[config.mk]
export PLATFORM = sky130hd
export DESIGN_NAME = elevator_call_scheduler
export DESIGN_NICKNAME = d
export VERILOG_FILES = /design/src/rtl/elevator_call_scheduler.sv
export SDC_FILE = /design/constraint.sdc
export NUM_CORES = 1
export LEC_CHECK = 0
export BUFFER_PORTS_ARGS = -buffer_cell sky130_fd_sc_hd__buf_2
export CAP_MARGIN = 20
export CORE_MARGIN = 2
export CORE_UTILIZATION = 50
export CTS_BUF_LIST = sky130_fd_sc_hd__clkbuf_16
export DETAILED_ROUTE_END_ITERATION = 7
export PLACE_DENSITY = 0.75
export REMOVE_ABC_BUFFERS = 1
export SLEW_MARGIN = 0
export SYNTH_ARGS = -nofsm -noshare
export SYNTH_HDL_FRONTEND = slang
export SYNTH_SLANG_ARGS = --single-unit
[constraint.sdc]
create_clock -name clk -period 2.1 [get_ports clk]
set_input_delay 0.315 -clock clk [delete_from_list [all_inputs] [get_ports clk]]
set_output_delay 0.315 -clock clk [all_outputs]
set_load 0.1 [all_outputs]
[src/rtl/elevator_call_scheduler.sv]
// SCAN call scheduler and motion sequencer for a 3-floor elevator car.
// Optional fire-service recall input is compiled in when ELEVATOR_FIRE_RECALL_EN is defined.
module elevator_call_scheduler #(
    parameter int unsigned TRAVEL_CYCLES = 8,
    parameter int unsigned DOOR_CYCLES   = 4
) (
    input  logic       clk,
    input  logic       reset,
    input  logic [2:0] call,
    input  logic       hold,
    input  logic       lock,
`ifdef ELEVATOR_FIRE_RECALL_EN
    input  logic       fire_recall,
`endif
    output logic [2:0] cur_floor,
    output logic [2:0] target,
    output logic       moving,
    output logic       dir_up,
    output logic       door_open,
    output logic [2:0] pending,
    output logic       locked
);

    localparam int unsigned STEP_W = (TRAVEL_CYCLES > 1) ? $clog2(TRAVEL_CYCLES) : 1;
    localparam int unsigned DOOR_W = $clog2(DOOR_CYCLES + 1);

    typedef enum logic [1:0] {
        S_IDLE   = 2'd0,
        S_MOVE   = 2'd1,
        S_DOOR   = 2'd2,
        S_LOCKED = 2'd3
    } state_t;

    state_t            state, state_nxt;
    logic [2:0]        cur_nxt, target_nxt, pend_nxt;
    logic              dir_nxt;
    logic [STEP_W-1:0] step_cnt, step_nxt;
    logic [DOOR_W-1:0] door_cnt, door_nxt;

    logic [2:0]        arrive;
    logic              step_done;
    logic              go_up;

    function automatic logic [2:0] above_mask(input logic [2:0] f);
        return {f[1] | f[0], f[0], 1'b0};
    endfunction

    function automatic logic [2:0] below_mask(input logic [2:0] f);
        return {1'b0, f[2], f[2] | f[1]};
    endfunction

    // Nearest pending floor strictly ahead of f in the given direction, 000 if none.
    function automatic logic [2:0] nearest(input logic [2:0] pend, input logic [2:0] f,
                                           input logic up);
        logic [2:0] m;
        m = up ? (pend & above_mask(f)) : (pend & below_mask(f));
        if (up) begin
            if (m[0])      return 3'b001;
            else if (m[1]) return 3'b010;
            else if (m[2]) return 3'b100;
            else           return 3'b000;
        end else begin
            if (m[2])      return 3'b100;
            else if (m[1]) return 3'b010;
            else if (m[0]) return 3'b001;
            else           return 3'b000;
        end
    endfunction

    assign arrive    = dir_up ? {cur_floor[1:0], 1'b0} : {1'b0, cur_floor[2:1]};
    assign step_done = (step_cnt == STEP_W'(TRAVEL_CYCLES - 1));
    // SCAN: keep heading while calls remain ahead, otherwise reverse.
    assign go_up     = dir_up ? (|(pending & above_mask(cur_floor)))
                              : ~(|(pending & below_mask(cur_floor)));

    always_comb begin
        state_nxt  = state;
        cur_nxt    = cur_floor;
        target_nxt = target;
        dir_nxt    = dir_up;
        pend_nxt   = pending | call;
        step_nxt   = step_cnt;
        door_nxt   = door_cnt;

        case (state)
            S_IDLE: begin
                if (lock) begin
                    state_nxt = S_LOCKED;
                    pend_nxt  = '0;
                end else if (|(pending & cur_floor)) begin
                    state_nxt = S_DOOR;
                    pend_nxt  = pend_nxt & ~cur_floor;
                    door_nxt  = DOOR_W'(DOOR_CYCLES);
                end else if (|pending) begin
                    state_nxt  = S_MOVE;
                    dir_nxt    = go_up;
                    target_nxt = nearest(pending, cur_floor, go_up);
                    step_nxt   = '0;
                end
            end
            S_MOVE: begin
                if (step_done) begin
                    step_nxt = '0;
                    cur_nxt  = arrive;
                    if (|(pending & arrive)) begin
                        state_nxt  = S_DOOR;
                        pend_nxt   = pend_nxt & ~arrive;
                        door_nxt   = DOOR_W'(DOOR_CYCLES);
                        target_nxt = '0;
                    end else begin
                        target_nxt = nearest(pending, arrive, dir_up);
                        if (target_nxt == 3'b000) begin
                            state_nxt = S_IDLE;
                        end
                    end
                end else begin
                    step_nxt   = step_cnt + STEP_W'(1);
                    target_nxt = nearest(pending, cur_floor, dir_up);
                end
            end
            S_DOOR: begin
                pend_nxt = pending | (call & ~cur_floor);
                if (hold) begin
                    door_nxt = DOOR_W'(DOOR_CYCLES);
                end else if (door_cnt <= DOOR_W'(1)) begin
                    state_nxt = S_IDLE;
                    door_nxt  = '0;
                end else begin
                    door_nxt = door_cnt - DOOR_W'(1);
                end
            end
            S_LOCKED: begin
                pend_nxt = '0;
                if (!lock) begin
                    state_nxt = S_IDLE;
                end
            end
            default: begin
                state_nxt = S_IDLE;
            end
        endcase

`ifdef ELEVATOR_FIRE_RECALL_EN
        // Recall drives the car to floor1 and parks it with the door open; a running step completes.
        if (fire_recall) begin
            pend_nxt = '0;
            if (state == S_MOVE) begin
                if (step_done) begin
                    if (arrive[0]) begin
                        state_nxt  = S_DOOR;
                        door_nxt   = DOOR_W'(DOOR_CYCLES);
                        target_nxt = '0;
                    end else begin
                        state_nxt  = S_MOVE;
                        dir_nxt    = 1'b0;
                        target_nxt = 3'b001;
                    end
                end else begin
                    target_nxt = dir_up ? arrive : 3'b001;
                end
            end else if (cur_floor[0]) begin
                state_nxt  = S_DOOR;
                door_nxt   = DOOR_W'(DOOR_CYCLES);
                target_nxt = '0;
            end else begin
                state_nxt  = S_MOVE;
                dir_nxt    = 1'b0;
                target_nxt = 3'b001;
                step_nxt   = '0;
            end
        end
`endif

        if (cur_nxt[2]) begin
            dir_nxt = 1'b0;
        end else if (cur_nxt[0]) begin
            dir_nxt = 1'b1;
        end
    end

    always_ff @(posedge clk or posedge reset) begin
        if (reset) begin
            state     <= S_IDLE;
            cur_floor <= 3'b001;
            target    <= '0;
            dir_up    <= 1'b1;
            pending   <= '0;
            step_cnt  <= '0;
            door_cnt  <= '0;
            moving    <= 1'b0;
            door_open <= 1'b0;
            locked    <= 1'b0;
        end else begin
            state     <= state_nxt;
            cur_floor <= cur_nxt;
            target    <= target_nxt;
            dir_up    <= dir_nxt;
            pending   <= pend_nxt;
            step_cnt  <= step_nxt;
            door_cnt  <= door_nxt;
            moving    <= (state_nxt == S_MOVE);
            door_open <= (state_nxt == S_DOOR);
            locked    <= (state_nxt == S_LOCKED);
        end
    end

endmodule

# After elaboration in Yosys (flattened, before gate mapping)
# Index checks and enable logic that the tools add are counted.
# classes
add_sub_neg,2
n_lt_le_gt_ge,1
n_eq_ne,15
mux,70
bitwise_logic,18
n_reduce_logical,15
# op_table
operator,n
3-bit 2-to-1 mux,43
2-bit 2-to-1 mux,12
3-bit AND,7
3-bit OR reduction,5
2-bit inequality test (second input constant),6
3-bit one-hot mux with 2 select lines,2
3-bit one-hot mux with 4 select lines,1
1-bit 2-to-1 mux,10
3-bit one-hot mux with 3 select lines,1
3-bit nonzero test,3
2-bit == test (second input constant),4
2-bit one-hot mux with 4 select lines,1
4-bit AND reduction,2
3-bit by 2-bit AND with 3-bit output,2
3-bit inverter,2
3-bit bitwise OR,2
5-bit AND reduction,1
2-bit by 1-bit == test with 1-bit output (second input constant),2
1-bit bitwise OR,4
3-bit by 1-bit adder with 3-bit output (second input constant),1
3-bit == test (second input constant),1
3-bit by 1-bit <= comparator with 1-bit output (second input constant),1
3-bit zero test,1
3-bit by 1-bit inequality test with 1-bit output (second input constant),1
6 further kinds,6
# totals
regBits,21
inputBits,7
word_cells,132

# Depth between registers and ports, before layout
# Gate-level depths: netlist (run 1).
# logic_depth
word_depth,17
mapped_depth,7
ltp_nobuf,7

# Least setup slack after synthesis (run 1)
# No wires, ideal clock.
# synth_path
kind,register to register
start,reg pending[2]
end,reg step_cnt[0]
arrival_time_ns,2.137
setup_slack_ns,-0.162
stages_incl_launch_ff,6
cell_sequence,dfrtp_1 buf_6 a222oi_1 a21boi_4 a21oi_4 mux2_4
# synth_via
elab_chain_cells,4
# synth_rtl
item,line_no,rtl
start: declaration,20,"output logic [2:0] pending,"
start signal: assignment,198,pending <= pend_nxt;
3-bit AND,90,end else if (|(pending & cur_floor)) begin
3-bit OR reduction,90,
2-bit inequality test (no source line),n/a,
4-bit AND reduction (no source line) (*),n/a,
end signal: assignment,199,step_cnt <= step_nxt;
end: declaration,37,"logic [STEP_W-1:0] step_cnt, step_nxt;"
# Every way passes the cells marked *; elsewhere a longest branch is shown, timed or not.
# A chain may end at the register's enable or synchronous reset.

# Final worst setup path (run 1)
# layout_path
start,reg dir_up
end,reg target[2]
# layout_via
elab_chain_cells,14
# layout_rtl
item,line_no,rtl
start: declaration,18,"output logic dir_up,"
start signal: assignment,197,dir_up <= dir_nxt;
3-bit 2-to-1 mux,70,"assign arrive = dir_up ? {cur_floor[1:0], 1'b0} : {1'b0, cur_floor[2:1]};"
1-bit bitwise OR,45,"return {f[1] | f[0], f[0], 1'b0};"
3-bit AND,56,m = up ? (pend & above_mask(f)) : (pend & below_mask(f));
3-bit 2-to-1 mux,56,
3-bit 2-to-1 mux,60,else if (m[2]) return 3'b100;
3-bit 2-to-1 mux,59,else if (m[1]) return 3'b010;
3-bit 2-to-1 mux,58,if (m[0]) return 3'b001;
3-bit 2-to-1 mux,57,if (up) begin
3-bit 2-to-1 mux,105,if (|(pending & arrive)) begin
3-bit 2-to-1 mux,102,if (step_done) begin
3-bit 2-to-1 mux,85,case (state)
3-bit 2-to-1 mux,105,
3-bit 2-to-1 mux,102,
3-bit one-hot mux with 2 select lines (*),85,
end signal: assignment,196,target <= target_nxt;
end: declaration,16,"output logic [2:0] target,"
# Every way passes the cells marked *; elsewhere a longest branch is shown, timed or not. The select of a mux whose other input is x is not followed.

==> key figures, run 1 <==
Status
  – Status: complete, no violations

Synth
  – Synth cell types: 46
  – Top_reg_cell synth: dfrtp_1
  – Asr flop ratio synth: 100%
  – Avg Synthesized Cell Area: 9.15 um^2
  – Post-synthesis cell area: 1330 um^2
  – Synth area leaders: dfrtp_1, nand2_1, a21oi_1
  – Register area share after synthesis: 39.8%
  – EDFF count, synth: 0
  – FF+latch count, synth: 21
  – YS warnings: 0
  – Syn Inst Count: 145
  – Top-area cell type share of the netlist area: 35.8%
  – Leading area contributor after synthesis: dfrtp_1

Setup path
  – Crit path capture type: flop
  – CP Data Required Time: 2.27 ns
  – Crit Path Class: flop to flop
  – CP max-delay cell: dfstp_2
  – Cell mode on critical path: a21oi_1
  – Launching element type of the critical path: flop
  – CP max FO: 15
  – Crit path largest cell delay: 0.68 ns
  – Crit-path cells: mux2_2 -> a21oi_1 -> a22o_1 -> a21oi_1 -> o31ai_2
  – WP data arrival: 1.98 ns

Detailed routing
  – WL/cell: 14.8 um
  – Initial DRC count: 35
  – Drt total wl: 2800 um
  – Routed Antenna Nets: 0
  – DRC errors left: 0
  – Post-DR vias/cell: 5.97
  – Detailed-route via count: 1135
  – DRT Pass-1 Iters: 4

GRT
  – Total global routing overflow: 0
  – First-pass GRT wire length: 4910 um
  – Antenna violations before repair: 0
  – Total GRT Usage: 20.0%
  – Largest net degree at the start of global routing: 22
  – Vias in the first global route: 1050

Floorplanning
  – Die span in y: 55.5 um
  – Row Count: 18
  – Die X: 55.5 um
  – DIE AREA: 3080 um^2
  – I/O pins: 20
  – Core area: 2500 um^2
  – Initial Util: 53.1%

Flow run
  – Number of max-cap violations: 0

Timing
  – Setup TNS: 0 ns
  – Clock Skews: 0.00136 ns
  – Max Fclk: 552 MHz
  – Final worst slack: 0.288 ns
  – Setup Viol. Count Final: 0
  – Final worst-path cycle share: 86.3%
  – Max Slew Vio Count: 0
  – RSZ-0062 raised after global routing: false
  – Final Critical Period: 1.81 ns
  – Slew @ Worst Pin: 0.815 ns
  – Max-slew headroom: 45.6%
  – Fin. Hold Viols: 0

Final layout
  – Multi-input logic area: 674 um^2
  – Area grow syn2layout: 10.7%
  – Most frequent cells in the layout: dfrtp_1, buf_2, nand2_1
  – Fill count: 215
  – Final Cell Area: 1470 um^2
  – Final net count: 172
  – Sequential cell area: 528 um^2
  – Ratio of cells with drive above 1 in the final layout: 21.9%
  – Ant diodes: 0

Hold path
  – Worst min-delay path class: input pin to async pin

Clock network
  – TritonCTS Buffers: 3
  – Worst skew pair latency: 0.26 ns
  – Post-CTS sizing: 0
  – Clock H-tree levels: 1
  – Setup Buffers After CTS: 0
  – Clk sinks: 21
  – CTS tree: done
  – Cts hold-fix bufs: 0
  – Root buffer cell: clkbuf_16
  – Deepest clock path buffer count: 2
  – Clock-pin slew on the worst setup and hold paths: 0.06 ns

Power
  – Power Total: 2.42 mW
  – Worst VDD drop: 0.000991 V
  – LEAKAGE: 0.703 nW
  – Pwr/cell area: 1650 nW/um^2

Place
  – DP Wirelength: 2030 um
  – I/O Buffers: 19
  – Placed cell area: 1390 um^2
  – Dpl ws: 0.304 ns
  – GP Congestion: 0.883
[Yosys cell counts, types with 2 or more instances]
cell type	instances
nand2b_1	3
o21ai_0	10
inv_1	10
nand3b_1	3
o21a_1	2
mux2i_1	2
a21oi_1	12
clkbuf_8	4
nor2_1	12
dfstp_2	2
a22o_1	2
dfrtp_1	19
a21o_1	2
ha_1	4
nand2_1	18
a31oi_1	4
clkbuf_1	4
nand3_1	2
nor4_1	2
and3_1	2
[final cells by class]
cell class	instances	share of cell area, %
clock buffer	3	5.12
clock inverter	1	0.341
timing repair buffer	21	7.50
multi-input combinational	104	46.0
sequential	21	36.0
inverter	10	2.56
tap	30	2.56
[power breakdown]
part | switching [mW] | internal (mW)
Clock | 0.148 | 0.256
Combinational | 0.893 | 0.380
Sequential | 0.198 | 0.546
Total | 1.24 | 1.18
[worst max-delay path: cells and delay by family (launching register included)]
| family | cells | cell delay [ns] |
|---|---|---|
| multiplexers | 1 | 0.38 |
| AO/OA/AOI/OAI | 4 | 0.67 |
| flip-flops | 1 | 0.68 |
[per-layer routing]
metal	part of all wire [%]	track usage [%]	wire length, um
met1	44	25.3	1230
met2	49	33.7	1370
met3	5.2	3.28	146
met4	2.0	8.01	57
met5	0	0	0
[kinds of logic (layout without fill, tap and decap cells)]
family                     Yosys count  count (layout)  share of synthesized area, %
buffers and inverters               20              35                          9.34
AOI/OAI and AO/OA                   49              49                          26.6
and+or+nand+nor                     47              47                          17.0
DFF                                 21              21                          39.8
muxes                                4               4                          3.49
adders and majority gates            4               4                          3.77
[registers in the layout (all words and copies together), names as in the netlist]
register   flops
target         3
dir_up         1
door_open      1
state          2
cur_floor      3
door_cnt       3
step_cnt       3
locked         1
moving         1
pending        3
[per-stage QoR]
step / cells / hold WS (ns) / util [%]
2_1_floorplan: 135 / 0.290 / -
3_3_place_gp: 186 / 0.457 / 55.5
3_5_place_dp: 186 / 0.469 / 55.5
4_1_cts: 190 / 0.245 / 58.7
5_1_grt: 190 / 0.304 / 58.7
6_report: 190 / 0.211 / 58.7
[path summary, 6_finish.rpt]
check,start,endpoint,slack [ns],cells after the start
worst max-delay path,dir_up$_DFFE_PP1P_,target[2]$_DFFE_PP0P_,0.29,5
worst min-delay path,reset,door_cnt[2]$_DFFE_PP0P_,0.21,2
worst max register to register,dir_up$_DFFE_PP1P_,target[2]$_DFFE_PP0P_,0.29,5
worst min register to register,target[0]$_DFFE_PP0P_,target[0]$_DFFE_PP0P_,0.48,2
max in group asynchronous,reset,pending[0]$_DFF_PP0_,1.38,2
min in group clk,call[1],pending[1]$_DFF_PP0_,0.31,3
No activity file was read; power rests on OpenSTA's default activity.
==> run 2, diff against run 1 <==
Settings changed: MAX_ROUTING_LAYER set to met4.
==> run 2 against run 1 <==
Net effect:
- first-iteration DRC count fell by 11%
- sequential cell count is the same
- critical path type unchanged
- critical endpoint unchanged
- global-route usage up 0.67 points
- die area is the same
- clock skew up 0.00067 ns
- worst hold slack worse by 0.0052 ns
- fmax fell by 0.25%
- setup slack got worse by 0.0046 ns
- combinational power about the same
- sequential power about the same
==> key figures, run 2 (same netlist as run 1, synthesis figures left out) <==
Status
  – Status: complete, no violations

Setup path
  – Worst r2r dst: target[2]$_DFFE_PP0P_
  – Cell mode on critical path: a21oi_1
  – Reg2reg path depth: 5 (unchanged)
  – Reg2reg setup slack: 0.28 ns (about the same)
  – Worst Path Buf+Inv: 0 (unchanged)
  – Crit-path cells: mux2_2 -> a21oi_1 -> a22o_1 -> a21oi_1 -> o31ai_2
  – Top delay family on crit path: flip-flops
  – CP max FO: 15 (unchanged)
  – Crit path capture type: flop
  – CP max-delay cell: dfstp_2
  – Worst r2r src: dir_up$_DFFE_PP1P_
  – Crit Path Class: flop to flop
  – Crit path largest cell delay: 0.68 ns (about the same)
  – WP data arrival: 1.98 ns (about the same)
  – CP Data Required Time: 2.27 ns (about the same)
  – Launching element type of the critical path: flop

Detailed routing
  – DRT Pass-1 Iters: 4 (unchanged)
  – WL/cell: 14.8 um (+0.39%)
  – DRC errors left: 0 (unchanged)
  – Detailed-route via count: 1134 (-0.088%)
  – Drt total wl: 2810 um (+0.39%)
  – Routed Antenna Nets: 0 (unchanged)
  – Initial DRC count: 31 (-11%)
  – Post-DR vias/cell: 5.97 (about the same)

Floorplanning
  – Die span in y: 55.5 um (unchanged)
  – I/O pins: 20 (unchanged)
  – DIE AREA: 3080 um^2 (unchanged)
  – Die X: 55.5 um (unchanged)
  – Initial Util: 53.1% (unchanged)
  – Row Count: 18 (unchanged)
  – Core area: 2500 um^2 (unchanged)

Timing
  – Fin. Hold Viols: 0 (unchanged)
  – Max Fclk: 551 MHz (-0.25%)
  – Max Slew Vio Count: 0 (unchanged)
  – Setup Viol. Count Final: 0 (unchanged)
  – Slew @ Worst Pin: 0.804 ns (-0.0108 ns)
  – Max-slew headroom: 46.3% (+0.72 points)
  – Clock Skews: 0.00203 ns (+0.000672 ns)
  – Final worst-path cycle share: 86.5% (+0.22 points)
  – Setup TNS: 0 ns (unchanged)
  – RSZ-0062 raised after global routing: false
  – Final Critical Period: 1.82 ns (+0.00457 ns)

Final layout
  – Final net count: 172 (unchanged)
  – Ratio of cells with drive above 1 in the final layout: 21.9% (unchanged)
  – Final Cell Area: 1470 um^2 (unchanged)
  – Ant diodes: 0 (unchanged)
  – Fill count: 215 (unchanged)
  – Most frequent cells in the layout: dfrtp_1, buf_2, nand2_1
  – Area grow syn2layout: 10.7% (unchanged)
  – Non-filler instance count after layout: 190 (unchanged)

Clock network
  – Root buffer cell: clkbuf_16
  – Post-CTS sizing: 0 (unchanged)
  – Clock H-tree levels: 1 (unchanged)
  – Deepest clock path buffer count: 2 (unchanged)
  – Clock-pin slew on the worst setup and hold paths: 0.06 ns (about the same)
  – TritonCTS Buffers: 3 (unchanged)
  – CTS tree: done
  – Clk sinks: 21 (unchanged)
  – Cts hold-fix bufs: 0 (unchanged)
  – Setup Buffers After CTS: 0 (unchanged)
  – Worst skew pair latency: 0.26 ns (about the same)

GRT
  – Met2 usage: 33.5% (-0.17 points)
  – Global-route met3 utilization: 3.28% (unchanged)
  – Vias in the first global route: 1047 (-0.29%)
  – Total global routing overflow: 0 (unchanged)
  – Largest net degree at the start of global routing: 22 (unchanged)
  – Gr busiest metal: met2
  – Antenna violations before repair: 0 (unchanged)
  – First-pass GRT wire length: 4920 um (+0.29%)
  – GR Layer Usage met1: 25.7% (+0.45 points)
  – Total GRT Usage: 20.6% (+0.67 points)

Hold path
  – Worst min-delay path class: input pin to async pin

Place
  – Placed cell area: 1390 um^2 (unchanged)
  – Inst Count DP: 186 (unchanged)
  – GP Congestion: 0.897 (+1.7%)
  – I/O Buffers: 19 (unchanged)
  – DP Wirelength: 2030 um (unchanged)

Power
  – Worst VDD drop: 0.000990 V (about the same)
  – Pwr/cell area: 1650 nW/um^2 (+0.14%)
  – LEAKAGE: 0.703 nW (unchanged)

Flow run
  – Number of max-cap violations: 0 (unchanged)
## run 2: cell counts in the layout (fill, tap and decap cells not counted)
Identical to the previous run, type by type.
## run 2: report_power, final
group          total, mW  internal [mW]  switching [mW]  leakage (nW)
clock network      0.405          0.256           0.149        0.0409
logic               1.27          0.380           0.895         0.400
registers          0.744          0.546           0.198         0.262
total               2.42           1.18            1.24         0.703
## run 2: area by class of cell
cell class	instances	area, um^2	area share, %
multi-input cells	104	674	46.0
repair buffers	21	110	7.50
flip-flops and latches	21	528	36.0
inverters	10	37.5	2.56
well taps	30	37.5	2.56
clock inverters	1	5.00	0.341
clock buffers	3	75.1	5.12
## run 2: worst max-delay path by stage
| stage | startpoint | to | slack [ns] | depth (start not counted) |
|---|---|---|---|---|
| 2_1_floorplan | pending[2]$_DFF_PP0_ | step_cnt[0]$_DFFE_PP0P_ | -0.1 | 4 |
| 3_3_place_gp | dir_up$_DFFE_PP1P_ | door_open$_DFF_PP0_ | 0.33 | 5 |
| 3_5_place_dp | dir_up$_DFFE_PP1P_ | target[2]$_DFFE_PP0P_ | 0.30 | 5 |
| 4_1_cts | dir_up$_DFFE_PP1P_ | target[2]$_DFFE_PP0P_ | 0.29 | 5 |
| 5_1_grt | dir_up$_DFFE_PP1P_ | target[2]$_DFFE_PP0P_ | 0.19 | 5 |
| 6_report | dir_up$_DFFE_PP1P_ | target[2]$_DFFE_PP0P_ | 0.28 | 5 |
## run 2: metrics by stage
step                      power [mW]  hold WS, ns  setup WS [ns]  util [%]
after floorplan                 1.77        0.290        -0.0988         -
after global placement          1.98        0.457          0.334      55.5
after detailed placement        2.01        0.469          0.304      55.5
after CTS                       2.43        0.245          0.293      58.7
after global routing            2.57        0.304          0.191      58.7
final                           2.42        0.206          0.284      58.7
## run 2: metal layers
metal	up-vias	part of all wire, %
met5	-	0
met4	0	2.0
met3	7	5.2
met2	37	49
met1	544	44
li1	546	-
## run 2: worst reg2reg max path, cell delays in order, from the launching register on
cell and delay [ns]:
dfstp_2 0.68, mux2_2 0.38, a21oi_1 0.19, a22o_1 0.15, a21oi_1 0.08, o31ai_2 0.25
==> run 3, diff against run 2 <==
Settings changed: CTS_BUF_LIST sky130_fd_sc_hd__clkbuf_16 to unset.
==> run 3 against run 2 <==
Net effect:
- sequential share of layout area up 1.3 points
- combinational power about the same
- cell area down 3.6%
- non-clock buffer count unchanged
- worst hold slack worse by 0.069 ns
- final cell count unchanged
- critical path depth unchanged
- die area unchanged
- largest cell class unchanged
- highest routed layer unchanged
==> key figures, run 3 (same netlist as run 1, synthesis figures left out) <==
Final layout
  – Ratio of cells with drive above 1 in the final layout: 21.9% (unchanged)
  – Final net count: 172 (unchanged)
  – Fill count: 223 (+3.7%)
  – Multi-input logic area: 674 um^2 (unchanged)
  – Area grow syn2layout: 6.70%
  – Sequential cell area: 528 um^2 (unchanged)
  – Ant diodes: 0 (unchanged)
  – Most frequent cells in the layout: dfrtp_1, buf_2, nand2_1

Floorplanning
  – I/O pins: 20 (unchanged)
  – DIE AREA: 3080 um^2 (unchanged)
  – Row Count: 18 (unchanged)
  – Initial Util: 53.1% (unchanged)
  – Die span in y: 55.5 um (unchanged)
  – Die X: 55.5 um (unchanged)
  – Core area: 2500 um^2 (unchanged)

Timing
  – Clock Skews: 0.00508 ns (+0.00305 ns)
  – Final worst slack: 0.283 ns (-0.000777 ns)
  – Worst hold slack: 0.137 ns (-0.0691 ns)
  – Max Slew Vio Count: 0 (unchanged)
  – RSZ-0062 raised after global routing: false
  – Max Fclk: 550 MHz (about the same)
  – Max-slew headroom: 45.8% (-0.50 points)
  – Fin. Hold Viols: 0 (unchanged)
  – Setup Viol. Count Final: 0 (unchanged)
  – Slew @ Worst Pin: 0.812 ns (+0.00742 ns)
  – Final Critical Period: 1.82 ns (+0.000777 ns)
  – Final worst-path cycle share: 86.5% (about the same)
  – Setup TNS: 0 ns (unchanged)

Setup path
  – Setup crit end: target[2]$_DFFE_PP0P_
  – Reg2reg setup slack: 0.28 ns (about the same)
  – WP data arrival: 2.04 ns (+0.06 ns)
  – Levels on crit path: 5 (unchanged)
  – Cell mode on critical path: a21oi_1
  – Worst setup path start: dir_up$_DFFE_PP1P_
  – Top delay family on crit path: flip-flops
  – CP max FO: 15 (unchanged)
  – Crit path capture type: flop
  – Worst Path Buf+Inv: 0 (unchanged)
  – CP Data Required Time: 2.32 ns (+0.05 ns)
  – Worst r2r dst: target[2]$_DFFE_PP0P_
  – Reg2reg path depth: 5 (unchanged)
  – Crit Path Class: flop to flop
  – CP max-delay cell: dfstp_2
  – Launching element type of the critical path: flop
  – Crit-path cells: mux2_2 -> a21oi_1 -> a22o_1 -> a21oi_1 -> o31ai_2
  – Crit path largest cell delay: 0.70 ns (+0.02 ns)
  – Worst r2r src: dir_up$_DFFE_PP1P_

Clock network
  – Clock-pin slew on the worst setup and hold paths: 0.12 ns (+0.06 ns)
  – Clk sinks: 21 (unchanged)
  – TritonCTS Buffers: 3 (unchanged)
  – Worst skew pair latency: 0.31 ns (+0.05 ns)
  – Setup Buffers After CTS: 0 (unchanged)
  – Post-CTS sizing: 0 (unchanged)
  – Root buffer cell: clkbuf_4
  – Cts hold-fix bufs: 0 (unchanged)
  – Deepest clock path buffer count: 2 (unchanged)
  – Clock H-tree levels: 1 (unchanged)
  – CTS tree: done

GRT
  – Antenna violations before repair: 0 (unchanged)
  – Total global routing overflow: 0 (unchanged)
  – Largest net degree at the start of global routing: 22 (unchanged)
  – Total GRT Usage: 19.9% (-0.73 points)
  – Vias in the first global route: 1028 (-1.8%)
  – First-pass GRT wire length: 4720 um (-4.1%)

Detailed routing
  – DRT Pass-1 Iters: 4 (unchanged)
  – DRC errors left: 0 (unchanged)
  – Drt total wl: 2770 um (-1.6%)
  – Post-DR vias/cell: 6.03 (+0.97%)
  – Detailed-route via count: 1145 (+0.97%)
  – WL/cell: 14.6 um (-1.6%)
  – Initial DRC count: 25 (-19%)
  – Routed Antenna Nets: 0 (unchanged)

Place
  – GP Congestion: 0.897 (unchanged)
  – DP Wirelength: 2030 um (unchanged)
  – Dpl ws: 0.304 ns (unchanged)
  – I/O Buffers: 19 (unchanged)

Flow run
  – Number of max-cap violations: 0 (unchanged)

Power
  – Pwr/cell area: 1560 nW/um^2 (-5.6%)
  – Power share of the clock group: 8.9% (-7.8 points)
  – LEAKAGE: 0.680 nW (-3.3%)
  – Pint: 0.994 mW (-16%)
  – Switching Fraction: 55.0% (+3.7 points)
  – Switching power: 1.21 mW (-2.4%)
  – Logic pwr share: 57.5% (+4.9 points)
  – Register share of total power: 33.5% (+2.8 points)
  – Worst VDD drop: 0.000989 V (-0.13%)

Hold path
  – Worst min-delay path class: input pin to async pin

Status
  – Status: complete, no violations
==> run 3: cell types whose count changed in the layout (fill, tap and decap cells not counted) <==
cell and delta:
clkbuf_16 -3, clkbuf_4 +3
==> run 3: area by class of cell <==
type                       instances  share of cell area [%]
clock buffer                       3                    1.59
clock inverter                     1                   0.354
inverter                          10                    2.65
multi-input combinational        104                    47.7
sequential                        21                    37.3
tap                               30                    2.65
timing repair buffer              21                    7.78
==> run 3: metrics by stage <==
stage	area [um^2]	instances	util, %	total power [mW]
global placement	1390	186	55.5	1.98
detailed placement	1390	186	55.5	2.01
floorplan	1240	135	-	1.77
finish	1420	190	56.6	2.21
global route	1420	190	56.6	2.36
CTS	1420	190	56.6	2.22
==> run 3: power by group through the flow <==
stage / Sequential, mW / Clock, mW / Combinational, mW
floorplan: 1.17 / 0 / 0.594
global placement: 0.735 / 0 / 1.25
global route: 0.768 / 0.225 / 1.36
detailed placement: 0.747 / 0 / 1.27
finish: 0.740 / 0.198 / 1.27
CTS: 0.738 / 0.207 / 1.28
==> run 3: per-layer routing <==
| layer | global-route usage [%] | share of wire, % |
|---|---|---|
| met1 | 23.7 | 45 |
| met2 | 32.8 | 48 |
| met3 | 3.04 | 4.0 |
| met4 | 9.41 | 2.8 |
| met5 | - | 0 |
==> run 3: worst min-delay path by stage <==
stage	startpoint	end	slack, ns	cells past startpoint
2_1_floorplan	reset	cur_floor[1]$_DFFE_PP0P_	0.29	1
3_3_place_gp	target[1]$_DFFE_PP0P_	target[1]$_DFFE_PP0P_	0.46	2
3_5_place_dp	target[0]$_DFFE_PP0P_	target[0]$_DFFE_PP0P_	0.47	2
4_1_cts	reset	target[0]$_DFFE_PP0P_	0.16	2
5_1_grt	reset	moving$_DFF_PP0_	0.22	2
6_report	reset	moving$_DFF_PP0_	0.14	2
